### config.mk
export PLATFORM = sky130hd
export DESIGN_NAME = vedic_mul_seq_flat
export DESIGN_NICKNAME = d
export VERILOG_FILES = /design/src/rtl/vedic_mul_seq_if.sv /design/src/rtl/vedic_mul_seq.sv /design/src/flat_wrapper.sv
export SDC_FILE = /design/constraint.sdc
export NUM_CORES = 1
export LEC_CHECK = 0
export ABC_AREA = 1
export CAP_MARGIN = 5
export CORE_ASPECT_RATIO = 2
export CORE_UTILIZATION = 31
export DETAILED_ROUTE_END_ITERATION = 8
export GPL_ROUTABILITY_DRIVEN = 0
export MAX_ROUTING_LAYER = met4
export REMOVE_ABC_BUFFERS = 1
export SYNTH_ARGS = -nofsm -noshare
export SYNTH_HDL_FRONTEND = slang
export SYNTH_HIERARCHICAL = 1
export SYNTH_SLANG_ARGS = --single-unit
### constraint.sdc
create_clock -name clk -period 11.9 [get_ports clk]
set_input_delay 2.38 -clock clk [delete_from_list [all_inputs] [get_ports clk]]
set_output_delay 2.38 -clock clk [all_outputs]
set_load 0.05 [all_outputs]
### src/rtl/vedic_mul_seq_if.sv
// Operand/product handshake bundle for vedic_mul_seq.
// signed_mode exists only when VEDIC_SIGNED_EN is defined.
interface vedic_mul_seq_if #(parameter int W = 16);
    logic           in_valid;
    logic           in_ready;
    logic [W-1:0]   a;
    logic [W-1:0]   b;
    logic           out_valid;
    logic           out_ready;
    logic [2*W-1:0] p;
    logic           busy;
`ifdef VEDIC_SIGNED_EN
    logic           signed_mode;

    modport master (output in_valid, a, b, signed_mode, out_ready,
                    input  in_ready, out_valid, p, busy);
    modport slave  (input  in_valid, a, b, signed_mode, out_ready,
                    output in_ready, out_valid, p, busy);
`else
    modport master (output in_valid, a, b, out_ready,
                    input  in_ready, out_valid, p, busy);
    modport slave  (input  in_valid, a, b, out_ready,
                    output in_ready, out_valid, p, busy);
`endif
endinterface

### src/rtl/vedic_mul_seq.sv
// Sequential multiplier: one (W/2)x(W/2) Vedic core reused over four quadrant cycles.
// Define VEDIC_SIGNED_EN to add two's-complement operation via bus.signed_mode.

module vedic_cell2 (
    input  logic [1:0] x,
    input  logic [1:0] y,
    output logic [3:0] z
);
    logic c1;
    assign z[0] = x[0] & y[0];
    assign z[1] = (x[1] & y[0]) ^ (x[0] & y[1]);
    assign c1   = (x[1] & y[0]) & (x[0] & y[1]);
    assign z[2] = (x[1] & y[1]) ^ c1;
    assign z[3] = (x[1] & y[1]) & c1;
endmodule

module vedic_rca #(parameter int N = 4) (
    input  logic [N-1:0] x,
    input  logic [N-1:0] y,
    output logic [N-1:0] s
);
    logic [N-1:0] c;
    assign c[0] = 1'b0;
    for (genvar i = 0; i < N; i++) begin : g_fa
        assign s[i] = x[i] ^ y[i] ^ c[i];
        if (i < N-1) begin : g_c
            assign c[i+1] = (x[i] & y[i]) | (c[i] & (x[i] ^ y[i]));
        end
    end
endmodule

module vedic_core #(parameter int N = 8) (
    input  logic [N-1:0]   x,
    input  logic [N-1:0]   y,
    output logic [2*N-1:0] z
);
    if (N == 2) begin : g_leaf
        vedic_cell2 u_cell (.x(x), .y(y), .z(z));
    end else begin : g_rec
        localparam int H = N/2;
        logic [N-1:0]   ll, hl, lh, hh;
        logic [N:0]     mid;
        logic [2*N-1:0] mid_sh;

        vedic_core #(.N(H)) u_ll (.x(x[H-1:0]), .y(y[H-1:0]), .z(ll));
        vedic_core #(.N(H)) u_hl (.x(x[N-1:H]), .y(y[H-1:0]), .z(hl));
        vedic_core #(.N(H)) u_lh (.x(x[H-1:0]), .y(y[N-1:H]), .z(lh));
        vedic_core #(.N(H)) u_hh (.x(x[N-1:H]), .y(y[N-1:H]), .z(hh));

        // hh and ll occupy disjoint bit ranges, so only the cross terms need adding
        vedic_rca #(.N(N+1)) u_mid (.x({1'b0, hl}), .y({1'b0, lh}), .s(mid));
        assign mid_sh = {{(H-1){1'b0}}, mid, {H{1'b0}}};
        vedic_rca #(.N(2*N)) u_fin (.x({hh, ll}), .y(mid_sh), .s(z));
    end
endmodule

module vedic_mul_seq #(parameter int W = 16) (
    input  logic           clk,
    input  logic           rst_n,
    vedic_mul_seq_if.slave bus
);
    localparam int H = W/2;

    typedef enum logic [1:0] {IDLE, CALC, DONE} state_t;

    state_t         state;
    logic [W-1:0]   a_r, b_r;
    logic [2*W-1:0] acc, p_r;
    logic [1:0]     q;
    logic           neg_r;
    logic           in_ready_r, out_valid_r, busy_r;

    logic [H-1:0]   cx, cy;
    logic [W-1:0]   pp;
    logic [2*W-1:0] pp_sh, acc_nxt;
    logic [W-1:0]   a_in, b_in;
    logic           neg_in;

`ifdef VEDIC_SIGNED_EN
    // Negating -2^(W-1) wraps to 2^(W-1), which is the correct unsigned magnitude
    assign a_in   = (bus.signed_mode && bus.a[W-1]) ? -bus.a : bus.a;
    assign b_in   = (bus.signed_mode && bus.b[W-1]) ? -bus.b : bus.b;
    assign neg_in = bus.signed_mode & (bus.a[W-1] ^ bus.b[W-1]);
`else
    assign a_in   = bus.a;
    assign b_in   = bus.b;
    assign neg_in = 1'b0;
`endif

    // q[0] picks the high half of a, q[1] the high half of b
    assign cx = q[0] ? a_r[W-1:H] : a_r[H-1:0];
    assign cy = q[1] ? b_r[W-1:H] : b_r[H-1:0];

    vedic_core #(.N(H)) u_core (.x(cx), .y(cy), .z(pp));

    always_comb begin
        pp_sh = '0;
        case (q)
            2'd0:    pp_sh = {{W{1'b0}}, pp};
            2'd3:    pp_sh = {pp, {W{1'b0}}};
            default: pp_sh = {{H{1'b0}}, pp, {H{1'b0}}};
        endcase
    end

    assign acc_nxt = acc + pp_sh;

    always_ff @(posedge clk or negedge rst_n) begin
        if (!rst_n) begin
            state       <= IDLE;
            a_r         <= '0;
            b_r         <= '0;
            acc         <= '0;
            p_r         <= '0;
            q           <= '0;
            neg_r       <= 1'b0;
            in_ready_r  <= 1'b1;
            out_valid_r <= 1'b0;
            busy_r      <= 1'b0;
        end else begin
            case (state)
                IDLE: if (bus.in_valid) begin
                    a_r        <= a_in;
                    b_r        <= b_in;
                    neg_r      <= neg_in;
                    acc        <= '0;
                    q          <= '0;
                    state      <= CALC;
                    in_ready_r <= 1'b0;
                    busy_r     <= 1'b1;
                end
                CALC: begin
                    acc <= acc_nxt;
                    q   <= q + 2'd1;
                    if (q == 2'd3) begin
                        p_r         <= neg_r ? -acc_nxt : acc_nxt;
                        state       <= DONE;
                        out_valid_r <= 1'b1;
                    end
                end
                DONE: if (bus.out_ready) begin
                    state       <= IDLE;
                    out_valid_r <= 1'b0;
                    busy_r      <= 1'b0;
                    in_ready_r  <= 1'b1;
                end
                default: state <= IDLE;
            endcase
        end
    end

    assign bus.in_ready  = in_ready_r;
    assign bus.out_valid = out_valid_r;
    assign bus.busy      = busy_r;
    assign bus.p         = p_r;
endmodule

### src/flat_wrapper.sv
// flat-port wrapper written by rule: the top's interface ports become plain ports
module vedic_mul_seq_flat 
#(parameter int W = 16)
  (clk, rst_n, bus_in_valid, bus_a, bus_b, bus_out_ready, bus_in_ready, bus_out_valid, bus_p, bus_busy);
  vedic_mul_seq_if #(.W(W)) bus_i ();
  input  logic clk;
  input  logic rst_n;
  input wire logic [$bits(bus_i.in_valid)-1:0] bus_in_valid;
  input wire logic [$bits(bus_i.a)-1:0] bus_a;
  input wire logic [$bits(bus_i.b)-1:0] bus_b;
  input wire logic [$bits(bus_i.out_ready)-1:0] bus_out_ready;
  output wire logic [$bits(bus_i.in_ready)-1:0] bus_in_ready;
  output wire logic [$bits(bus_i.out_valid)-1:0] bus_out_valid;
  output wire logic [$bits(bus_i.p)-1:0] bus_p;
  output wire logic [$bits(bus_i.busy)-1:0] bus_busy;
  assign bus_i.in_valid = bus_in_valid;
  assign bus_i.a = bus_a;
  assign bus_i.b = bus_b;
  assign bus_i.out_ready = bus_out_ready;
  assign bus_in_ready = bus_i.in_ready;
  assign bus_out_valid = bus_i.out_valid;
  assign bus_p = bus_i.p;
  assign bus_busy = bus_i.busy;
  vedic_mul_seq #(.W(W)) u_core (.clk(clk), .rst_n(rst_n), .bus(bus_i));
endmodule
Word-level counts from Yosys, hierarchy flattened
Cells that the tools add are included.
{"block": "classes", "reduce_logical": 11, "mux": 19, "eq_ne": 6, "mul": 0, "magnitude_cmp": 0, "bitwise_logic": 372, "n_addsub": 2, "n_div": 0, "shifts": 0}
{"operator": "1-bit bitwise AND", "count": 194}
{"operator": "1-bit bitwise XOR", "count": 135}
{"operator": "32-bit one-hot mux with 2 select lines", "count": 2}
{"operator": "1-bit bitwise OR", "count": 43}
{"operator": "32-bit adder", "count": 1}
{"operator": "32-bit two-way mux", "count": 1}
{"operator": "8-bit two-way mux", "count": 2}
{"operator": "3-bit AND reduction", "count": 3}
{"operator": "2-bit two-way mux", "count": 4}
{"operator": "1-bit one-hot mux with 2 select lines", "count": 3}
{"operator": "2-bit one-hot mux with 3 select lines", "count": 1}
{"operator": "2-bit AND reduction", "count": 3}
{"operator": "2-bit nonzero test", "count": 3}
{"operator": "1-bit two-way mux", "count": 5}
{"operator": "2-bit equality test (second input constant)", "count": 2}
{"operator": "2-bit zero test", "count": 2}
{"operator": "2-bit != test (second input constant)", "count": 2}
{"operator": "2-bit one-hot mux with 2 select lines", "count": 1}
{"operator": "2-bit by 1-bit adder with 2-bit output (second input constant)", "count": 1}
{"operator": "2-bit by 1-bit equality test with 1-bit output (second input constant)", "count": 1}
{"operator": "2-bit by 1-bit != test with 1-bit output (second input constant)", "count": 1}
{"block": "word_totals", "elab_cells": 419, "latch_bits": 0, "ram_bits": 0, "inputBits": 36, "memories": 0, "romBits": 0, "reg_bits": 103, "output_inout_bits": 35}

Depth between registers and ports, before layout
{"block": "logic_depth", "depth_word": 34, "ltp_mapped": 44, "mapped_depth_nobuf": 43}

Modules after synthesis
Netlist, hierarchy kept.
{"mod": "vedic_mul_seq", "area_per_inst_um2": 6706.4, "seq_area_each_um2": 2578.7, "cells_per_inst": 1012, "instances": 1}
{"mod": "vedic_cell2", "area_per_inst_um2": 55.1, "seq_area_each_um2": 0.0, "cells_per_inst": 10, "instances": 16}
{"mod": "vedic_rca at u_core.u_core.g_rec.u_hh.g_rec.u_fin ...", "area_per_inst_um2": 191.4, "seq_area_each_um2": 0.0, "cells_per_inst": 22, "instances": 4}
{"mod": "vedic_rca at u_core.u_core.g_rec.u_hh.g_rec.u_mid ...", "area_per_inst_um2": 128.9, "seq_area_each_um2": 0.0, "cells_per_inst": 18, "instances": 4}
{"mod": "vedic_rca at u_core.u_core.g_rec.u_fin", "area_per_inst_um2": 351.6, "seq_area_each_um2": 0.0, "cells_per_inst": 30, "instances": 1}
{"mod": "vedic_rca at u_core.u_core.g_rec.u_mid", "area_per_inst_um2": 209.0, "seq_area_each_um2": 0.0, "cells_per_inst": 22, "instances": 1}
{"mod": "vedic_core at u_core.u_core ...", "area_per_inst_um2": 3.8, "seq_area_each_um2": 0.0, "cells_per_inst": 1, "instances": 5}

Worst setup path after synthesis
OpenSTA, ideal clock, no wires.
{"block": "synth_timing", "kind": "flip-flop to flip-flop", "start": "register u_core.q[1]", "end": "register u_core.p_r[24] (netlist: u_core/bus.p[24])", "stages_incl_launch_ff": 38, "required_time_ps": 11782, "n_path_buf": 1, "setup_slack_ps": 3239, "synth_period_minus_slack_ps": 8661, "arrival_time_ps": 8544, "setup_time_ps": 118, "cell_sequence": "dfrtp_1 > clkbuf_1 > clkinv_1 > nand2_1 > nand2_1 > nand2_1 > inv_1 > ha_1 > inv_1 > fa_1 > inv_1 > fa_1 > fa_1 > fa_1 > fa_1 > fa_1 > fa_1 > fa_1 > (+2 left out) > fa_1 > fa_1 > fa_1 > fa_1 > nand3_1 > nand2_1 > inv_1 > o22ai_1 > ha_1 > nand2_1 > nor2_1 > inv_1 > o21bai_1 > nand2_1 > nand3_1 > nand2_1 > nand3_1 > nand2_1"}
{"block": "synth_via", "elab_chain_len": 33, "elab_cells_between_ends": 378, "classes_between": "add/sub: 1; eq/ne: 1; mux: 2; bitwise: 372; reduce/logical: 2"}
{"item": "from (decl)", "line_no": "vedic_mul_seq.sv:69", "source": "logic [1:0] q;"}
{"item": "from (signal assigned)", "line_no": "vedic_mul_seq.sv:133", "source": "q <= q + 2'd1;"}
{"item": "8-bit two-way mux (*)", "line_no": "vedic_mul_seq.sv:92", "source": "assign cy = q[1] ? b_r[W-1:H] : b_r[H-1:0];"}
{"item": "net u_core.cy[2]", "line_no": "vedic_mul_seq.sv:73", "source": "logic [H-1:0] cx, cy;"}
{"item": "1-bit bitwise AND (*)", "line_no": "vedic_mul_seq.sv:11", "source": "assign z[1] = (x[1] & y[0]) ^ (x[0] & y[1]);"}
{"item": "1-bit bitwise XOR (*)", "line_no": "vedic_mul_seq.sv:11"}
{"item": "net u_core.u_core.g_rec.u_ll.g_rec.lh[1]", "line_no": "vedic_mul_seq.sv:41", "source": "logic [N-1:0] ll, hl, lh, hh;"}
{"item": "1-bit bitwise XOR (*) (2 in series)", "line_no": "vedic_mul_seq.sv:25", "source": "assign s[i] = x[i] ^ y[i] ^ c[i];"}
{"item": "net u_core.u_core.g_rec.u_ll.g_rec.mid[1]", "line_no": "vedic_mul_seq.sv:42", "source": "logic [N:0] mid;"}
{"item": "1-bit bitwise XOR", "line_no": "vedic_mul_seq.sv:27", "source": "assign c[i+1] = (x[i] & y[i]) | (c[i] & (x[i] ^ y[i]));"}
{"item": "(+7 left out)"}
{"item": "net u_core.u_core.g_rec.ll[6]", "line_no": "vedic_mul_seq.sv:41"}
{"item": "(+12 left out)"}
{"item": "1-bit bitwise OR (*)", "line_no": "vedic_mul_seq.sv:27"}
{"item": "1-bit bitwise AND (*)", "line_no": "vedic_mul_seq.sv:27"}
{"item": "1-bit bitwise OR (*)", "line_no": "vedic_mul_seq.sv:27"}
{"item": "1-bit bitwise AND (*) (2 in series)", "line_no": "vedic_mul_seq.sv:27"}
{"item": "1-bit bitwise XOR (*)", "line_no": "vedic_mul_seq.sv:25"}
{"item": "net u_core.pp[15]", "line_no": "vedic_mul_seq.sv:74", "source": "logic [W-1:0] pp;"}
{"item": "32-bit one-hot mux with 2 select lines (*)", "line_no": "vedic_mul_seq.sv:98", "source": "case (q)"}
{"item": "32-bit adder (*)", "line_no": "vedic_mul_seq.sv:105", "source": "assign acc_nxt = acc + pp_sh;"}
{"item": "to (signal assigned)", "line_no": "vedic_mul_seq.sv:135", "source": "p_r <= neg_r ? -acc_nxt : acc_nxt;"}
{"item": "to (decl)", "line_no": "vedic_mul_seq.sv:68", "source": "logic [2*W-1:0] acc, p_r;"}
Mark *: on every way through the listed nets, which the timed path passes. The rest lies on a longest branch.
A chain may end at the register's enable or synchronous reset.

Worst setup path after layout
{"block": "layout_timing", "start": "register u_core.q[0]", "end": "register u_core.p_r[27] (netlist: u_core/bus.p[27])"}
{"block": "layout_via", "elab_cells_between_ends": 378, "classes_between": "add/sub: 1; eq/ne: 1; mux: 2; bitwise: 372; reduce/logical: 2"}
{"item": "8-bit two-way mux (*)", "line_no": "vedic_mul_seq.sv:91", "source": "assign cx = q[0] ? a_r[W-1:H] : a_r[H-1:0];"}
{"item": "net u_core.cx[0]", "line_no": "vedic_mul_seq.sv:73"}
{"item": "1-bit bitwise AND (*)", "line_no": "vedic_mul_seq.sv:11"}
{"item": "1-bit bitwise XOR (*)", "line_no": "vedic_mul_seq.sv:11"}
{"item": "net u_core.u_core.g_rec.u_ll.g_rec.lh[1]", "line_no": "vedic_mul_seq.sv:41"}
{"item": "1-bit bitwise XOR (*) (2 in series)", "line_no": "vedic_mul_seq.sv:25"}
{"item": "net u_core.u_core.g_rec.u_ll.g_rec.mid[1]", "line_no": "vedic_mul_seq.sv:42"}
{"item": "1-bit bitwise XOR", "line_no": "vedic_mul_seq.sv:27"}
{"item": "(+3 left out)"}
{"item": "net u_core.u_core.g_rec.ll[4]", "line_no": "vedic_mul_seq.sv:41"}
{"item": "(+14 left out)"}
{"item": "1-bit bitwise OR (*)", "line_no": "vedic_mul_seq.sv:27"}
{"item": "1-bit bitwise AND (*)", "line_no": "vedic_mul_seq.sv:27"}
{"item": "1-bit bitwise OR (*)", "line_no": "vedic_mul_seq.sv:27"}
{"item": "1-bit bitwise AND (*) (2 in series)", "line_no": "vedic_mul_seq.sv:27"}
{"item": "1-bit bitwise XOR (*)", "line_no": "vedic_mul_seq.sv:25"}
{"item": "net u_core.pp[15]", "line_no": "vedic_mul_seq.sv:74"}
{"item": "32-bit one-hot mux with 2 select lines (*)", "line_no": "vedic_mul_seq.sv:98"}
{"item": "32-bit adder (*)", "line_no": "vedic_mul_seq.sv:105"}
Marks and branches as above.

==> results.md <==
### Die
- **core footprint** 30100 um^2
- **number of ports placed on the die boundary** 71
- **Die Span X** 125 um
- **Cell Rows** 90
- **starting utilization of the core area** 31.4%
- **Die H** 249 um
- **Total Die Area** 31200 um^2

### Global route
- **largest net degree at the start of global routing** 69
- **global-route track usage on met1** 16.3%
- **Congestion Overflow GR** 0
- **global router's overall resource usage** 18.8%
- **grt met3 use** 2.32%
- **initial antenna violation count** 0
- **Top Usage Layer GRT** met2
- **vias in the first global route** 9114
- **global-route wire length before repair** 43900 um
- **GRT met2 Usage** 36.0%

### Synthesis
- **post-synth design cell area** 9450 um^2
- **cell type with the highest aggregate area in the netlist** sky130_fd_sc_hd__dfrtp_1
- **library cells used by synthesis** 32
- **Post-Synthesis Mean Instance Area** 6.80 um^2
- **cell types occupying the most area after synthesis** sky130_fd_sc_hd__dfrtp_1 (27%), sky130_fd_sc_hd__nand2_1 (24%), sky130_fd_sc_hd__fa_1 (12%)
- **post-synthesis instance total** 1389
- **synthesis warning total** 6
- **Seq/Total Area, Yosys** 27.3%
- **share of the synthesized area in the top cell type** 27.0%
- **#FFs+latches synth** 103

### Routing
- **via count** 8534
- **number of violations reported at the end of detailed-routing iteration 0** 296
- **number of search-and-repair iterations in the first detailed-routing pass** 7
- **DRC violation count after routing** 0
- **mean number of vias per cell** 4.58
- **detail-routed net length per standard cell** 14.3 um
- **remaining antenna violation count after routing** 0
- **wirelength, routed** 26700 um

### Setup path
- **largest driver fanout on the critical path** 12
- **most frequent cell on the critical path** sky130_fd_sc_hd__fa_1
- **required time worst endpoint** 12.17 ns
- **critical path's top delay family** adder cells
- **Setup crit start kind** flop
- **crit-path max cell delay** 0.61 ns
- **arrival time worst endpoint** 10.06 ns
- **type of destination of the critical path** flop
- **slowest library cell on the worst path** sky130_fd_sc_hd__dfrtp_1
- **Crit Path Category** reg -> reg
- **worst path bufs/invs** 5

### STA
- **maximum frequency from static timing analysis** 0.102 GHz
- **Slew headroom** 31.6%
- **setup skew after layout** 0.0153 ns
- **share of the clock period used by the worst path after layout** 82.3%
- **setup repair after global routing missed its margin** no
- **number of pins with negative max-slew slack in the final report** 0
- **clock period minus final worst setup slack** 9.79 ns
- **total negative slack** 0 ns
- **Hold Vio Cnt, Final** 0
- **slew at the pin closest to its max-slew limit** 1.02 ns
- **final count of negative-setup-slack endpoints** 0

### Clock tree
- **number of buffers added for setup after CTS** 0
- **buffer depth of the longest clock path** 2
- **quantity of hold-fixing buffers added after cts** 0
- **clock tree from TritonCTS** built
- **Sink Count** 103
- **Inserted Clock Buffers** 9
- **count of H-tree levels built during CTS** 3
- **Root Driver** sky130_fd_sc_hd__clkbuf_16
- **clock transition time at the flip-flop clock pins of the worst setup and hold paths** 0.08 ns
- **clock insertion delay at the later pin of the skew report** 0.39 ns
- **Gates resized, CTS repair** 0

### Cells and area
- **Diodes inserted** 0
- **Total Nets Final** 1664
- **share of post-route cells with drive strength above 1** 2.87%
- **Syn-to-layout area delta** 16.1%

### Placed design
- **count of buffers inserted at the top-level ports** 70
- **total half-perimeter wirelength after legalization and detailed placement** 21600 um

### Run status
- **result of the run** completed

### Run
- **maximum capacitance violations** 0

### Hold path
- **worst min path class** reg -> reg

[worst min-delay path: stages, from the launching register on]
cell and delay [ns]:
sky130_fd_sc_hd__dfstp_2 0.37, sky130_fd_sc_hd__nand2_1 0.05, sky130_fd_sc_hd__nand2_1 0.05
[cell usage after synthesis, drive strengths merged]
library cell  number
conb               5
dfstp              1
o21ai             29
a21oi             20
xor2               5
buf               16
dfrtp            102
clkinv             3
o21bai             3
nor2              49
fa                58
nand2            607
nor3               4
nand4              3
ha                78
nand3b             5
o22ai             16
a21o               1
nand3             78
clkbuf             8
o31ai              1
xnor2             10
inv              287
[final timing paths]
check,startpoint,endpoint,slack [ns],depth (start not counted)
worst max-delay path,u_core/q[0],u_core/bus.p[27],2.11,36
worst min-delay path,u_core/bus.in_ready,u_core/bus.in_ready,0.48,2
worst max register to register,u_core/q[0],u_core/bus.p[27],2.11,36
worst min register to register,u_core/bus.in_ready,u_core/bus.in_ready,0.48,2
max in group asynchronous,rst_n,u_core/a_r[5],8.67,2
min in group asynchronous,rst_n,u_core/bus.p[27],1.96,1
[layer usage]
layer / wire length, um / vias to the layer above
met1: 9070 / 3962
li1: - / 4293
met3: 641 / 108
met2: 14800 / 171
met5: 0 / -
met4: 2100 / 0
[final cells by class]
type | count | area [um^2]
fillers | 3206 | 19100
multi-input cells | 1016 | 5830
flip-flops and latches | 103 | 2580
inverters | 290 | 1090
repair buffers | 72 | 713
well taps | 368 | 460
clock buffers | 9 | 225
clock inverters | 7 | 75.1
[cell families (layout without fill, tap and decap cells)]
| kind of cell | Yosys count | in the layout | share of synthesized area, % |
|---|---|---|---|
| and+or+nand+nor | 746 | 746 | 31.7 |
| buffers and inverters | 314 | 378 | 12.8 |
| adders and majority gates | 136 | 136 | 22.6 |
| DFF | 103 | 103 | 27.3 |
| AOI/OAI and AO/OA | 70 | 70 | 4.05 |
| xor gates and xnor gates | 15 | 15 | 1.39 |
| other | 5 | 49 | 0.199 |
[cell usage in the layout (no fill, tap or decap), drive strengths merged]
master         netlist  final
clkinv               3      6
buf                 16      3
nor2                49     49
nor3                 4      4
o22ai               16     16
xor2                 5      5
clkbuf               8      9
ha                  78     78
nand3               78     78
o31ai                1      1
fa                  58     58
clkdlybuf4s50        0     69
conb                 5     49
nand4                3      3
nand3b               5      5
a21oi               20     20
nand2              607    607
o21bai               3      3
xnor2               10     10
dfrtp              102    102
inv                287    291
a21o                 1      1
o21ai               29     29
dfstp                1      1
[flip-flops by register name (all words and copies together) (netlist names)]
signal / flops
u_core/acc: 32
u_core/bus.p: 32
u_core/a_r: 16
u_core/b_r: 16
u_core/q: 2
u_core/state: 2
u_core/bus.busy: 1
u_core/bus.in_ready: 1
u_core/bus.out_valid: 1
[metrics by stage]
step	cells	area [um^2]	hold WS (ns)	setup WS [ns]	utilization (%)
after CTS	1865	11000	0.476	2.09	36.5
after global routing	1865	11000	0.498	1.50	36.5
after global placement	1849	10700	0.453	2.25	35.5
final	1865	11000	0.475	2.11	36.5
after floorplan	1409	9490	0.449	3.35	-
after detailed placement	1849	10700	0.464	2.14	35.5
Power is left out: the tool's default activity adds up to more than one toggle a clock period on the data nets, which glitch-free logic cannot reach.
==> RTL edit 1 (same flow settings) <==
Re-encode `state_t` (3 states) as one-hot, 3 bits wide.
--- a/src/rtl/vedic_mul_seq.sv
+++ b/src/rtl/vedic_mul_seq.sv
@@ -61,7 +61,7 @@
 );
     localparam int H = W/2;
 
-    typedef enum logic [1:0] {IDLE, CALC, DONE} state_t;
+    typedef enum logic [2:0] {IDLE = 3'b001, CALC = 3'b010, DONE = 3'b100} state_t;
 
     state_t         state;
     logic [W-1:0]   a_r, b_r;
Behaviour: no difference found for any inputs over 4 cycles, from zero or initial values and one cycle with rst_n low; so few cycles prove little.
==> RTL edit 1 against the original RTL <==
Sequential cell count rose by 1; critical path type unchanged; synthesized area up 0.75%; largest cell class unchanged; worst setup slack gained 130 ps; cell area increased by 0.71%; critical path depth increased by 1; maximum frequency up 1.3%; highest routed layer unchanged; count of clock-buffer cells in the layout unchanged; routed wire length shrank 0.72%.
Power is not shown: default switching activity piles up to over one toggle a cycle in this logic, so the estimate is an artifact.
==> RTL edit 1: results (changes against the original RTL) <==
* Layout cells sized above 1 at 0.0299 (was 0.0287)
* Vias in the first global route at 8915 (was 9114)
* Setup bufs post-CTS at 0 (unchanged)
* Synth area leaders: dfrtp_1 27%, nand2_1 23%, fa_1 12%, inv_1 11%, ha_1 10% (was dfrtp_1 27%, nand2_1 24%, fa_1 12%, inv_1 11%, ha_1 10%)
* Nets@finish at 1672 (was 1664)
* Prevailing post-synth register cell: dfrtp_1 (unchanged)
* Total CTS buffers at 9 (unchanged)
* GRT Total Usage at 0.184 (was 0.188)
* Total wire length at 26.5 mm (was 26.7 mm)
* Vias at 8569 (was 8534)
* Placed Area at 0.0107 mm2 (about the same)
* Post-DP HPWL at 21.5 mm (was 21.6 mm)
* Worst reg2reg startpoint: u_core/q[1] (was u_core/q[0])
* Status: complete, no violations (unchanged)
* Antenna cells at 0 (unchanged)
* PortBufs at 70 (unchanged)
* Crit-path max cell delay at 560 ps (was 610 ps)
* Commonest cells post-synth: 594 x nand2_1, 287 x inv_1, 102 x dfrtp_1, 78 x ha_1, 77 x nand3_1 (was 593 x nand2_1, 283 x inv_1, 102 x dfrtp_1, 78 x ha_1, 76 x nand3_1)
* Non-filler instance count after layout at 1873 (was 1865)
* Seq/Total Area, Yosys at 0.274 (was 0.273)
* # resized after CTS at 0 (unchanged)
* CP arrival at 9930 ps (was 10060 ps)
* First-pass GRT wire length at 42.9 mm (was 43.9 mm)
* CP max stage cell: dfrtp_1 (unchanged)
* Drt pass-1 iters at 5 (was 7)
* Average size of a mapped cell at 6.81 um2 (was 6.80 um2)
* Post-synthesis cell type count at 30 (was 32)
* Initial DRC count at 337 (was 296)
* Ys Warns at 6 (unchanged)
* Slew @ Worst Pin at 871 ps (was 1020 ps)
* Startpoint Class: register (unchanged)
* Pin count of the biggest net entering global routing at 55 (was 69)
* Skew-Pair Late Insertion Delay at 390 ps (about the same)
* Root Buffer: clkbuf_16 (unchanged)
* Worst hold start: u_core/b_r[13] (was u_core/bus.in_ready)
* CTS H-tree lvls at 3 (unchanged)
* Skew final at 16.2 ps (was 15.3 ps)
* Antenna violations before repair at 0 (unchanged)
* Max Buffers Root-to-Sink at 2 (unchanged)
* Worst Hold Class: reg -> reg (unchanged)
* CP Max Fanout at 10 (was 12)
-- RTL edit 1: changes by cell type in the layout (fill, tap and decap cells not counted), sizes merged, moves of 2 or more --
cell,unedited run,this run
clkinv,6,3
o21ai,29,31
inv,291,299
nor3,4,6
nand2,607,603
-- RTL edit 1: routing by layer --
layer	up-vias	part of all wire	GRT usage
met5	-	0	-
met4	0	0.080	0.145
met3	108	0.027	0.0217
met2	200	0.56	0.352
met1	3936	0.34	0.158
li1	4325	-	-
-- RTL edit 1: final timing paths --
kind	to	slack, ps	depth (start not counted)
worst min register to register	u_core/b_r[13]	470	2
max in group asynchronous	u_core/bus.p[29]	8630	2
worst max-delay path	u_core/acc[28]	2230	37
worst min-delay path	u_core/b_r[13]	470	2
min in group asynchronous	u_core/a_r[10]	2050	1
worst max register to register	u_core/acc[28]	2230	37
-- RTL edit 1: per-stage QoR --
step	utilization	setup slack, ps
6_report	0.366	2230
5_1_grt	0.366	1690
3_5_place_dp	0.356	2250
3_3_place_gp	0.356	2310
2_1_floorplan	-	3380
4_1_cts	0.366	2210
-- RTL edit 1: area by class of cell --
| type | count | area [um2] |
|---|---|---|
| fillers | 3230 | 19100 |
| clock buffers | 9 | 225 |
| well taps | 368 | 460 |
| multi-input cells | 1017 | 5840 |
| repair buffers | 72 | 713 |
| inverters | 296 | 1110 |
| clock inverters | 7 | 90.1 |
| flip-flops and latches | 104 | 2610 |
-- RTL edit 1: logic make-up after synthesis --
group	share of synthesized area
fa+ha+maj	0.225
compound gates	0.0411
flops	0.274
buf+inv	0.130
simple gates	0.315
other cells	0.00197
xor+xnor	0.0138
-- RTL edit 1: worst max-delay path, delay by kind of cell, from the launching register on --
kind	cells	cell delay, ps
fa+ha+maj	16	6350
simple gates	14	1720
buf+inv	6	680
flops	1	560
compound gates	1	240
==> RTL edit 2 (same settings) <==
Without the edit above. `W` is set to 16 in 3 places; all go to 32.
--- a/src/rtl/vedic_mul_seq_if.sv
+++ b/src/rtl/vedic_mul_seq_if.sv
@@ -1,6 +1,6 @@
 // Operand/product handshake bundle for vedic_mul_seq.
 // signed_mode exists only when VEDIC_SIGNED_EN is defined.
-interface vedic_mul_seq_if #(parameter int W = 16);
+interface vedic_mul_seq_if #(parameter int W = 32);
     logic           in_valid;
     logic           in_ready;
     logic [W-1:0]   a;
--- a/src/rtl/vedic_mul_seq.sv
+++ b/src/rtl/vedic_mul_seq.sv
@@ -54,7 +54,7 @@
     end
 endmodule
 
-module vedic_mul_seq #(parameter int W = 16) (
+module vedic_mul_seq #(parameter int W = 32) (
     input  logic           clk,
     input  logic           rst_n,
     vedic_mul_seq_if.slave bus
--- a/src/flat_wrapper.sv
+++ b/src/flat_wrapper.sv
@@ -1,6 +1,6 @@
 // flat-port wrapper written by rule: the top's interface ports become plain ports
 module vedic_mul_seq_flat 
-#(parameter int W = 16)
+#(parameter int W = 32)
   (clk, rst_n, bus_in_valid, bus_a, bus_b, bus_out_ready, bus_in_ready, bus_out_valid, bus_p, bus_busy);
   vedic_mul_seq_if #(.W(W)) bus_i ();
   input  logic clk;
Interface: changed (resized bus_a, bus_b and bus_p); port bits go from 71 to 135. The function was not compared with the original's and may differ.
==> RTL edit 2 against the original RTL <==
The run now ends with setup timing left; cell area increased to 3.1 times the old value; synthesized cell count increased to 2.8 times the old value; via count increased to 2.9 times the old value; critical path depth increased by 24; synthesized area increased to 2.8 times the old value; routed wire length increased to 3.5 times the old value; sequential cell count increased by 96; first-iteration DRC count increased to 4.7 times the old value; worst setup slack got worse by 4800 ps; largest cell class unchanged.
Power is not shown: default switching activity piles up to over one toggle a cycle in this logic, so the estimate is an artifact.
==> RTL edit 2: results (changes against the original RTL) <==
* Status: complete, but fails checks (was complete, no violations)
* Violated checks: setup timing
* Setup ws final at -2660 ps (was 2110 ps)
* Commonest cells post-synth: 1552 x nand2_1, 949 x inv_1, 274 x fa_1, 241 x ha_1, 198 x dfrtp_1 (was 593 x nand2_1, 283 x inv_1, 102 x dfrtp_1, 78 x ha_1, 76 x nand3_1)
* Drt pass-1 iters at 5 (was 7)
* Antenna violations before repair at 0 (unchanged)
* Antenna cells at 0 (unchanged)
* Synth area leaders: nand2_1 22%, fa_1 21%, dfrtp_1 19%, inv_1 14%, ha_1 11% (was dfrtp_1 27%, nand2_1 24%, fa_1 12%, inv_1 11%, ha_1 10%)
* Async set-reset flop share out of synthesis at 1.00 (unchanged)
* Max Buffers Root-to-Sink at 2 (unchanged)
* Nets@finish at 5023 (was 1664)
* Total wire length at 94.5 mm (was 26.7 mm)
* Crit-path max cell delay at 560 ps (was 610 ps)
* Ys Warns at 6 (unchanged)
* FILL cells at 8734 (was 3206)
* Pin count of the biggest net entering global routing at 88 (was 69)
* Post-DP HPWL at 76.7 mm (was 21.6 mm)
* Initial DRC count at 1405 (was 296)
* Prevailing post-synth register cell: dfrtp_1 (unchanged)
* Layout cells sized above 1 at 0.166 (was 0.0287)
* Pre-CTS setup slack at -4150 ps (was 2140 ps)
* Vias at 25.0k (was 8534)
* CP max stage cell: fa_2 (was dfrtp_1)
* Setup Viol. Count Final at 80 (was 0)
* GRT Total Usage at 0.231 (was 0.188)
* Skew final at 17.7 ps (was 15.3 ps)
* CTS H-tree lvls at 4 (was 3)
* Total CTS buffers at 17 (was 9)
* Root Buffer: clkbuf_16 (unchanged)
* Post-synthesis cell type count at 35 (was 32)
* Seq/Total Area, Yosys at 0.189 (was 0.273)
* Reg clk slew, reported paths at 90 ps
* PortBufs at 134 (was 70)
* CP Max Fanout at 5 (was 12)
* First-pass GRT wire length at 142 mm (was 43.9 mm)
* Placed Area at 0.0314 mm2 (was 0.0107 mm2)
* Slew HR at 0.321 (was 0.316)
* Worst Hold Class: reg -> reg (unchanged)
* Skew-Pair Late Insertion Delay at 530 ps (was 390 ps)
* Crit-path leading delay family: adder cells (unchanged)
-- RTL edit 2: final cells by class --
cell class / count / area, um2 / area share
repair buffers: 390 / 3430 / 0.101
clock inverters: 15 / 190 / 0.00561
clock buffers: 17 / 425 / 0.0125
inverters: 958 / 3630 / 0.107
flip-flops and latches: 199 / 4980 / 0.147
multi-input cells: 2874 / 19900 / 0.588
well taps: 1064 / 1330 / 0.0393
-- RTL edit 2: path summary, 6_finish.rpt --
check                                    start             endpoint  cells past startpoint  slack (ps)
setup / recovery                   u_core/q[1]     u_core/bus.p[63]                     60       -2660
hold / removal             u_core/bus.in_ready  u_core/bus.in_ready                      2         480
setup reg to reg                   u_core/q[1]     u_core/bus.p[63]                     60       -2660
hold reg to reg            u_core/bus.in_ready  u_core/bus.in_ready                      2         480
max in group asynchronous                rst_n     u_core/bus.p[17]                      2        8690
min in group asynchronous                rst_n      u_core/bus.busy                      1        1860
-- RTL edit 2: tightest hold or removal path: cells and delay by family (launching register included) --
kind | cells | cell delay, ps
flip-flops | 1 | 370
AND/OR/NAND/NOR | 2 | 100
-- RTL edit 2: routing by layer --
layer  up-vias  global-route usage  part of all wire
met5         -                   -                 0
met2       734               0.417              0.52
li1      12200                   -                 -
met3       312              0.0342             0.045
met4         0               0.191             0.097
met1     11700               0.216              0.34
-- RTL edit 2: repair_timing --
action | CTS | global route
setup endpoints to repair | 86 | 84
pin swaps | 117 | 136
buffers inserted | 13 | 13
resized for setup | 283 | 222
-- RTL edit 2: logic make-up after synthesis --
group / share of synthesized area
AO/OA/AOI/OAI: 0.0279
other: 0.00300
buffers and inverters: 0.145
adder cells (fa/ha/maj): 0.323
flip-flops: 0.189
XOR/XNOR: 0.00966
AND/OR/NAND/NOR: 0.301
-- RTL edit 2: stage by stage --
stage / TNS (ps) / instances / hold WS, ps
6_report: -187360 / 5517 / 475
5_1_grt: -214250 / 5517 / 499
4_1_cts: -187710 / 5506 / 476
3_5_place_dp: -306010 / 5462 / 462
3_3_place_gp: -290840 / 5462 / 458
2_1_floorplan: -266720 / 4031 / 449
